[config.mk]
export PLATFORM = sky130hd
export DESIGN_NAME = mdio_bridge
export DESIGN_NICKNAME = d
export VERILOG_FILES = /design/src/rtl/mdio_bridge.sv
export SDC_FILE = /design/constraint.sdc
export NUM_CORES = 1
export LEC_CHECK = 0
export ABC_AREA = 1
export CORE_ASPECT_RATIO = 0.7
export CORE_MARGIN = 2
export CORE_UTILIZATION = 50
export DETAILED_ROUTE_END_ITERATION = 10
export GPL_TIMING_DRIVEN = 0
export PLACE_DENSITY = 0.81
export SETUP_SLACK_MARGIN = 0.1
export SLEW_MARGIN = 20
export SYNTH_ARGS = -nofsm -noshare
export SYNTH_HDL_FRONTEND = slang
export SYNTH_SLANG_ARGS = --single-unit
[constraint.sdc]
create_clock -name clk -period 2.8 [get_ports clk]
set_input_delay 0.7 -clock clk [delete_from_list [all_inputs] [get_ports clk]]
set_output_delay 0.7 -clock clk [all_outputs]
set_load 0.05 [all_outputs]
[src/rtl/mdio_bridge.sv]
// mdio_bridge: Clause 22 MDIO slave frame decoder that turns each accepted frame into one
// Wishbone classic transaction. Optional MDIO_BROADCAST_EN: PHY address 0 also matches (writes only).
module mdio_bridge #(
    parameter logic [4:0] PHYAD = 5'd0
) (
    input  logic        clk,
    input  logic        rst,
    input  logic        mdc,
    input  logic        mdio_in,
    output logic        mdio_out,
    output logic        mdio_oe,
    output logic        cyc,
    output logic        stb,
    output logic        we,
    output logic [4:0]  addr,
    output logic [15:0] data_write,
    input  logic        ack,
    input  logic        err,
    input  logic [15:0] data_read
);
    typedef enum logic [2:0] {
        StIdle, StSt, StOp, StPhy, StReg, StTa, StData, StSkip
    } state_e;

    state_e      state_q, state_d;
    logic        mdc_last_q;
    logic [5:0]  pre_cnt_q, pre_cnt_d;
    logic [4:0]  bit_cnt_q, bit_cnt_d;
    logic        op_hi_q, op_hi_d;
    logic        is_read_q, is_read_d;
    logic [4:0]  sh5_q, sh5_d;
    logic [15:0] sh16_q, sh16_d;
    logic [4:0]  addr_q, addr_d;
    logic [15:0] wdata_q, wdata_d;
    logic        cyc_q, cyc_d;
    logic        we_q, we_d;
    logic        oe_q, oe_d;
    logic        out_q, out_d;
    logic        ack_seen_q, ack_seen_d;
    logic        err_seen_q, err_seen_d;

    logic        mdc_edge;
    logic [4:0]  field;
    logic        phy_hit;
    logic        phy_bcast;

    assign mdc_edge = mdc & ~mdc_last_q;
    assign field    = {sh5_q[3:0], mdio_in};
    assign phy_hit  = (field == PHYAD);
`ifdef MDIO_BROADCAST_EN
    assign phy_bcast = (field == 5'd0);
`else
    assign phy_bcast = 1'b0;
`endif

    always_ff @(posedge clk) begin
        mdc_last_q <= mdc;
        if (rst) begin
            state_q    <= StIdle;
            pre_cnt_q  <= '0;
            bit_cnt_q  <= '0;
            op_hi_q    <= 1'b0;
            is_read_q  <= 1'b0;
            sh5_q      <= '0;
            sh16_q     <= '0;
            addr_q     <= '0;
            wdata_q    <= '0;
            cyc_q      <= 1'b0;
            we_q       <= 1'b0;
            oe_q       <= 1'b0;
            out_q      <= 1'b1;
            ack_seen_q <= 1'b0;
            err_seen_q <= 1'b0;
        end else begin
            state_q    <= state_d;
            pre_cnt_q  <= pre_cnt_d;
            bit_cnt_q  <= bit_cnt_d;
            op_hi_q    <= op_hi_d;
            is_read_q  <= is_read_d;
            sh5_q      <= sh5_d;
            sh16_q     <= sh16_d;
            addr_q     <= addr_d;
            wdata_q    <= wdata_d;
            cyc_q      <= cyc_d;
            we_q       <= we_d;
            oe_q       <= oe_d;
            out_q      <= out_d;
            ack_seen_q <= ack_seen_d;
            err_seen_q <= err_seen_d;
        end
    end

    always_comb begin
        state_d    = state_q;
        pre_cnt_d  = pre_cnt_q;
        bit_cnt_d  = bit_cnt_q;
        op_hi_d    = op_hi_q;
        is_read_d  = is_read_q;
        sh5_d      = sh5_q;
        sh16_d     = sh16_q;
        addr_d     = addr_q;
        wdata_d    = wdata_q;
        cyc_d      = cyc_q;
        we_d       = we_q;
        oe_d       = oe_q;
        out_d      = out_q;
        ack_seen_d = ack_seen_q;
        err_seen_d = err_seen_q;

        // Sticky capture of the one-cycle response; err wins over a simultaneous ack.
        if (cyc_q && (ack || err)) begin
            cyc_d      = 1'b0;
            we_d       = 1'b0;
            err_seen_d = err;
            ack_seen_d = ~err;
            if (!err && !we_q) sh16_d = data_read;
        end

        if (mdc_edge) begin
            unique case (state_q)
                StIdle: begin
                    if (mdio_in) begin
                        if (pre_cnt_q != 6'd32) pre_cnt_d = pre_cnt_q + 6'd1;
                    end else begin
                        pre_cnt_d = '0;
                        if (pre_cnt_q == 6'd32) state_d = StSt;
                    end
                end
                StSt: begin
                    bit_cnt_d = '0;
                    state_d   = mdio_in ? StOp : StIdle;
                end
                StOp: begin
                    if (bit_cnt_q == 5'd0) begin
                        op_hi_d   = mdio_in;
                        bit_cnt_d = 5'd1;
                    end else begin
                        bit_cnt_d = '0;
                        is_read_d = op_hi_q;
                        state_d   = (op_hi_q != mdio_in) ? StPhy : StIdle;
                    end
                end
                StPhy: begin
                    sh5_d = field;
                    if (bit_cnt_q == 5'd4) begin
                        bit_cnt_d = '0;
                        // A read arriving while a write is still pending is never answered.
                        if ((phy_hit || (phy_bcast && !is_read_q)) && !(is_read_q && cyc_q)) begin
                            state_d = StReg;
                        end else begin
                            state_d   = StSkip;
                            bit_cnt_d = 5'd22;
                        end
                    end else begin
                        bit_cnt_d = bit_cnt_q + 5'd1;
                    end
                end
                StReg: begin
                    sh5_d = field;
                    if (bit_cnt_q == 5'd4) begin
                        bit_cnt_d = '0;
                        state_d   = StTa;
                        if (is_read_q) begin
                            addr_d     = field;
                            cyc_d      = 1'b1;
                            we_d       = 1'b0;
                            ack_seen_d = 1'b0;
                            err_seen_d = 1'b0;
                        end
                    end else begin
                        bit_cnt_d = bit_cnt_q + 5'd1;
                    end
                end
                StTa: begin
                    if (is_read_q) begin
                        if (ack_seen_q && !err_seen_q && !cyc_q) begin
                            oe_d      = 1'b1;
                            out_d     = 1'b0;
                            bit_cnt_d = '0;
                            state_d   = StData;
                        end else begin
                            cyc_d     = 1'b0;
                            we_d      = 1'b0;
                            bit_cnt_d = 5'd16;
                            state_d   = StSkip;
                        end
                    end else if (bit_cnt_q == 5'd1) begin
                        bit_cnt_d = '0;
                        state_d   = StData;
                    end else begin
                        bit_cnt_d = 5'd1;
                    end
                end
                StData: begin
                    if (is_read_q) begin
                        if (bit_cnt_q == 5'd16) begin
                            oe_d    = 1'b0;
                            out_d   = 1'b1;
                            state_d = StIdle;
                        end else begin
                            out_d     = sh16_q[15];
                            sh16_d    = {sh16_q[14:0], 1'b0};
                            bit_cnt_d = bit_cnt_q + 5'd1;
                        end
                    end else begin
                        sh16_d = {sh16_q[14:0], mdio_in};
                        if (bit_cnt_q == 5'd15) begin
                            wdata_d    = {sh16_q[14:0], mdio_in};
                            addr_d     = sh5_q;
                            cyc_d      = 1'b1;
                            we_d       = 1'b1;
                            ack_seen_d = 1'b0;
                            err_seen_d = 1'b0;
                            state_d    = StIdle;
                        end else begin
                            bit_cnt_d = bit_cnt_q + 5'd1;
                        end
                    end
                end
                StSkip: begin
                    if (bit_cnt_q == 5'd0) state_d = StIdle;
                    else bit_cnt_d = bit_cnt_q - 5'd1;
                end
                default: state_d = StIdle;
            endcase
        end
    end

    assign mdio_out   = out_q;
    assign mdio_oe    = oe_q;
    assign cyc        = cyc_q;
    assign stb        = cyc_q;
    assign we         = we_q;
    assign addr       = addr_q;
    assign data_write = wdata_q;
endmodule

==> reports/metrics.yaml <==
pwr:
  finalPower_mw: 1.80
  max-vdd-ir-drop_mv: 0.340
  powerDensity_mw_per_mm2: 427
  p_leak_nw: 1.75
route:
  ant_nets: 0
  routed_wirelength_microns: 8870
  wl_per_cell_microns: 13.5
  drt_iter0_markers: 355
  drt-vias-per-instance: 5.41
  vias: 3563
  drt-pass1-iter-count: 5
  post-route-drc-count: 0
worst_setup_path:
  r2r-end: "data_write[2]"
  cp_top_family: "buffers and inverters"
  cp.depth: 1
  critPathKind: "flip-flop to primary output"
  crit_fanout: 9
  cp_num_buf_inv: 1
  crit_arrival_ns: 1.75
  path_cells: "clkdlybuf4s50_1"
  worstPathRequired_ns: 2.10
  startpoint: "we"
  cpMaxStageDelayCell: "clkdlybuf4s50_1"
  setup.worst_path.end: "we"
  endpoint_kind: "primary output"
  r2r-start: "bit_cnt_q[0]"
  ff2ff_setup_slack_ns: 0.85
  reg2reg_depth: 11
  max_stage_delay_ns: 0.87
  critPathLaunchType: "flip-flop"
die:
  die_w_microns: 103
  num_rows: 25
  die_h_microns: 73.2
  core-area_sq_mm: 0.00669
  start_util_pct: 51.1
  ios: 48
  dieArea_sq_mm: 0.00752
sta:
  period_share_pct: 87.4
  finalHoldViolations: 0
  maxSlewHeadroom_pct: 58.8
  final.min_clock_period_ns: 2.45
  fmax_ghz: 0.409
  fin_tns_setup_ns: 0
  timing.hold.ws_ns: 0.473
  tightest_slew_ns: 0.618
  skew_ns: 0.00954
  setup_violations: 0
  rsz0062_at_grt: "false"
  final_max_slew_viol_count: 0
global_route:
  grt_overflow: 0
  grt_max_degree: 13
  antenna_found_initial: 0
  grtUsageTotal_pct: 25.2
  grt_pass1_vias: 3115
  grt_pass1_wl_microns: 14800
synthesis:
  ys_types: 36
  syn_area_per_cell_sq_um: 6.82
  ys_warn_count: 0
  ys_ff_latch: 65
  synth_area_sq_mm: 0.00342
  syn_inst: 501
  ys_seq_area_share_pct: 38.1
  syn-num-nets: 531
clock_tree:
  cts.sinks: 65
  clkLatencyLatePin_ns: 0.34
  cts_buffers: 9
  clock_path_buffers: 2
  post_cts_buffers: 0
  h-tree-depth: 3
  clk_pin_slew_ns: 0.07
  hold_buffers: 0
  cts_resized: 0
  cts_tree: "built"
  cts_root_buffer: "clkbuf_8"
cells_and_area:
  nets: 589
  fillCellCount: 615
  drive_gt1_share_pct: 11.5
  layout_common_cells: "99 x nand2_1, 74 x nor2_1, 66 x o21ai_0"
  synthToLayoutAreaGrowth_pct: 22.9
  antenna_cells: 0
  final_common_cell: "nand2_1"
worst_hold_path:
  hold_class: "flip-flop to flip-flop"
placed_design:
  hpwl_microns: 6660
  port_buffers: 47
  place_congestion: 0.984
flow_run:
  maxCapViolCount: 0
status:
  status: "finished clean"
==> how the worst min path moves through the flow <==
stage | from | end | slack, ns | cells past startpoint
after global placement | sh5_q[4] | sh5_q[4] | 0.43 | 2
after floorplan | sh5_q[4] | sh5_q[4] | 0.42 | 2
after CTS | sh5_q[4] | sh5_q[4] | 0.47 | 2
after detailed placement | sh5_q[4] | sh5_q[4] | 0.45 | 2
after global routing | sh5_q[4] | sh5_q[4] | 0.48 | 2
final | sh5_q[4] | sh5_q[4] | 0.47 | 2
==> metal layers <==
metal,global-route usage [%],wire (microns),up-vias
met5,0,0,-
met2,34.7,3570,161
met4,7.16,110,0
met3,5.56,804,16
met1,39.1,4380,1610
li1,-,-,1776
==> area by class of cell <==
| cell class | count | area [sq um] | area share (%) |
|---|---|---|---|
| multi-input combinational | 368 | 1820 | 43.3 |
| clock inverter | 6 | 67.6 | 1.61 |
| tap | 94 | 118 | 2.80 |
| clock buffer | 10 | 128 | 3.04 |
| timing repair buffer | 47 | 470 | 11.2 |
| inverter | 46 | 175 | 4.17 |
| buffer | 22 | 124 | 2.95 |
| sequential | 65 | 1300 | 31.0 |
==> logic make-up (layout without fill, tap and decap cells) <==
logic type               count (synthesis)  count (layout)  share of synthesized area (%)
AO/OA/AOI/OAI                          122             122                           19.3
XOR/XNOR                                 5               5                           1.28
adder cells (fa/ha/maj)                  8               8                           2.93
buffers and inverters                   68             131                           8.75
flip-flops                              65              65                           38.1
AND/OR/NAND/NOR                        233             233                           29.7
==> synth_stat cells <==
cell type	number	area, sq um
a211oi_1	1	7.51
a21oi_1	24	120
a21oi_2	2	17.5
a311oi_1	1	8.76
a31oi_1	16	100
buf_1	1	3.75
buf_2	8	40.0
buf_4	6	45.0
buf_6	1	11.3
clkbuf_1	5	18.8
clkbuf_2	1	5.00
dfxtp_1	65	1300
ha_1	8	100
inv_1	32	120
inv_2	13	48.8
inv_4	1	6.26
nand2_1	99	372
nand2_2	3	18.8
nand3_1	32	160
nand3_2	1	10.0
nand3b_1	2	15.0
nand4_1	7	43.8
nand4_2	2	25.0
nor2_1	74	278
nor2_2	7	43.8
nor2_4	2	22.5
nor3_1	2	10.0
nor3_2	1	10.0
nor4_1	1	6.26
o211ai_1	2	15.0
o21ai_0	66	330
o21ai_1	7	35.0
o21ai_2	2	17.5
o31ai_1	1	7.51
xnor2_1	1	8.76
xor2_1	4	35.0
==> per-stage QoR <==
stage                     setup slack (ns)  std cells  utilization (%)  instance area [sq um]
final                                0.353        658             62.8                   4200
after global routing                 0.325        658             62.8                   4200
after CTS                            0.369        658             62.8                   4200
after detailed placement             0.299        642             59.9                   4010
after global placement               0.324        642             59.9                   4010
after floorplan                       1.09        501                -                   3420
==> state kept, by name (all words and copies together) (netlist names), 3 cells and up <==
register / flops
sh16_q: 16
pre_cnt_q: 6
addr: 5
bit_cnt_q: 5
sh5_q: 5
state_q: 3
data_write: 16
==> where the power goes <==
part           leakage (nW)  switching [mW]  total [mW]  internal (mW)
registers             0.524         0.00131       0.927          0.925
clock network        0.0929           0.376       0.790          0.414
logic                  1.14          0.0411      0.0790         0.0379
Note: power is estimated with default switching activity, not from simulation.
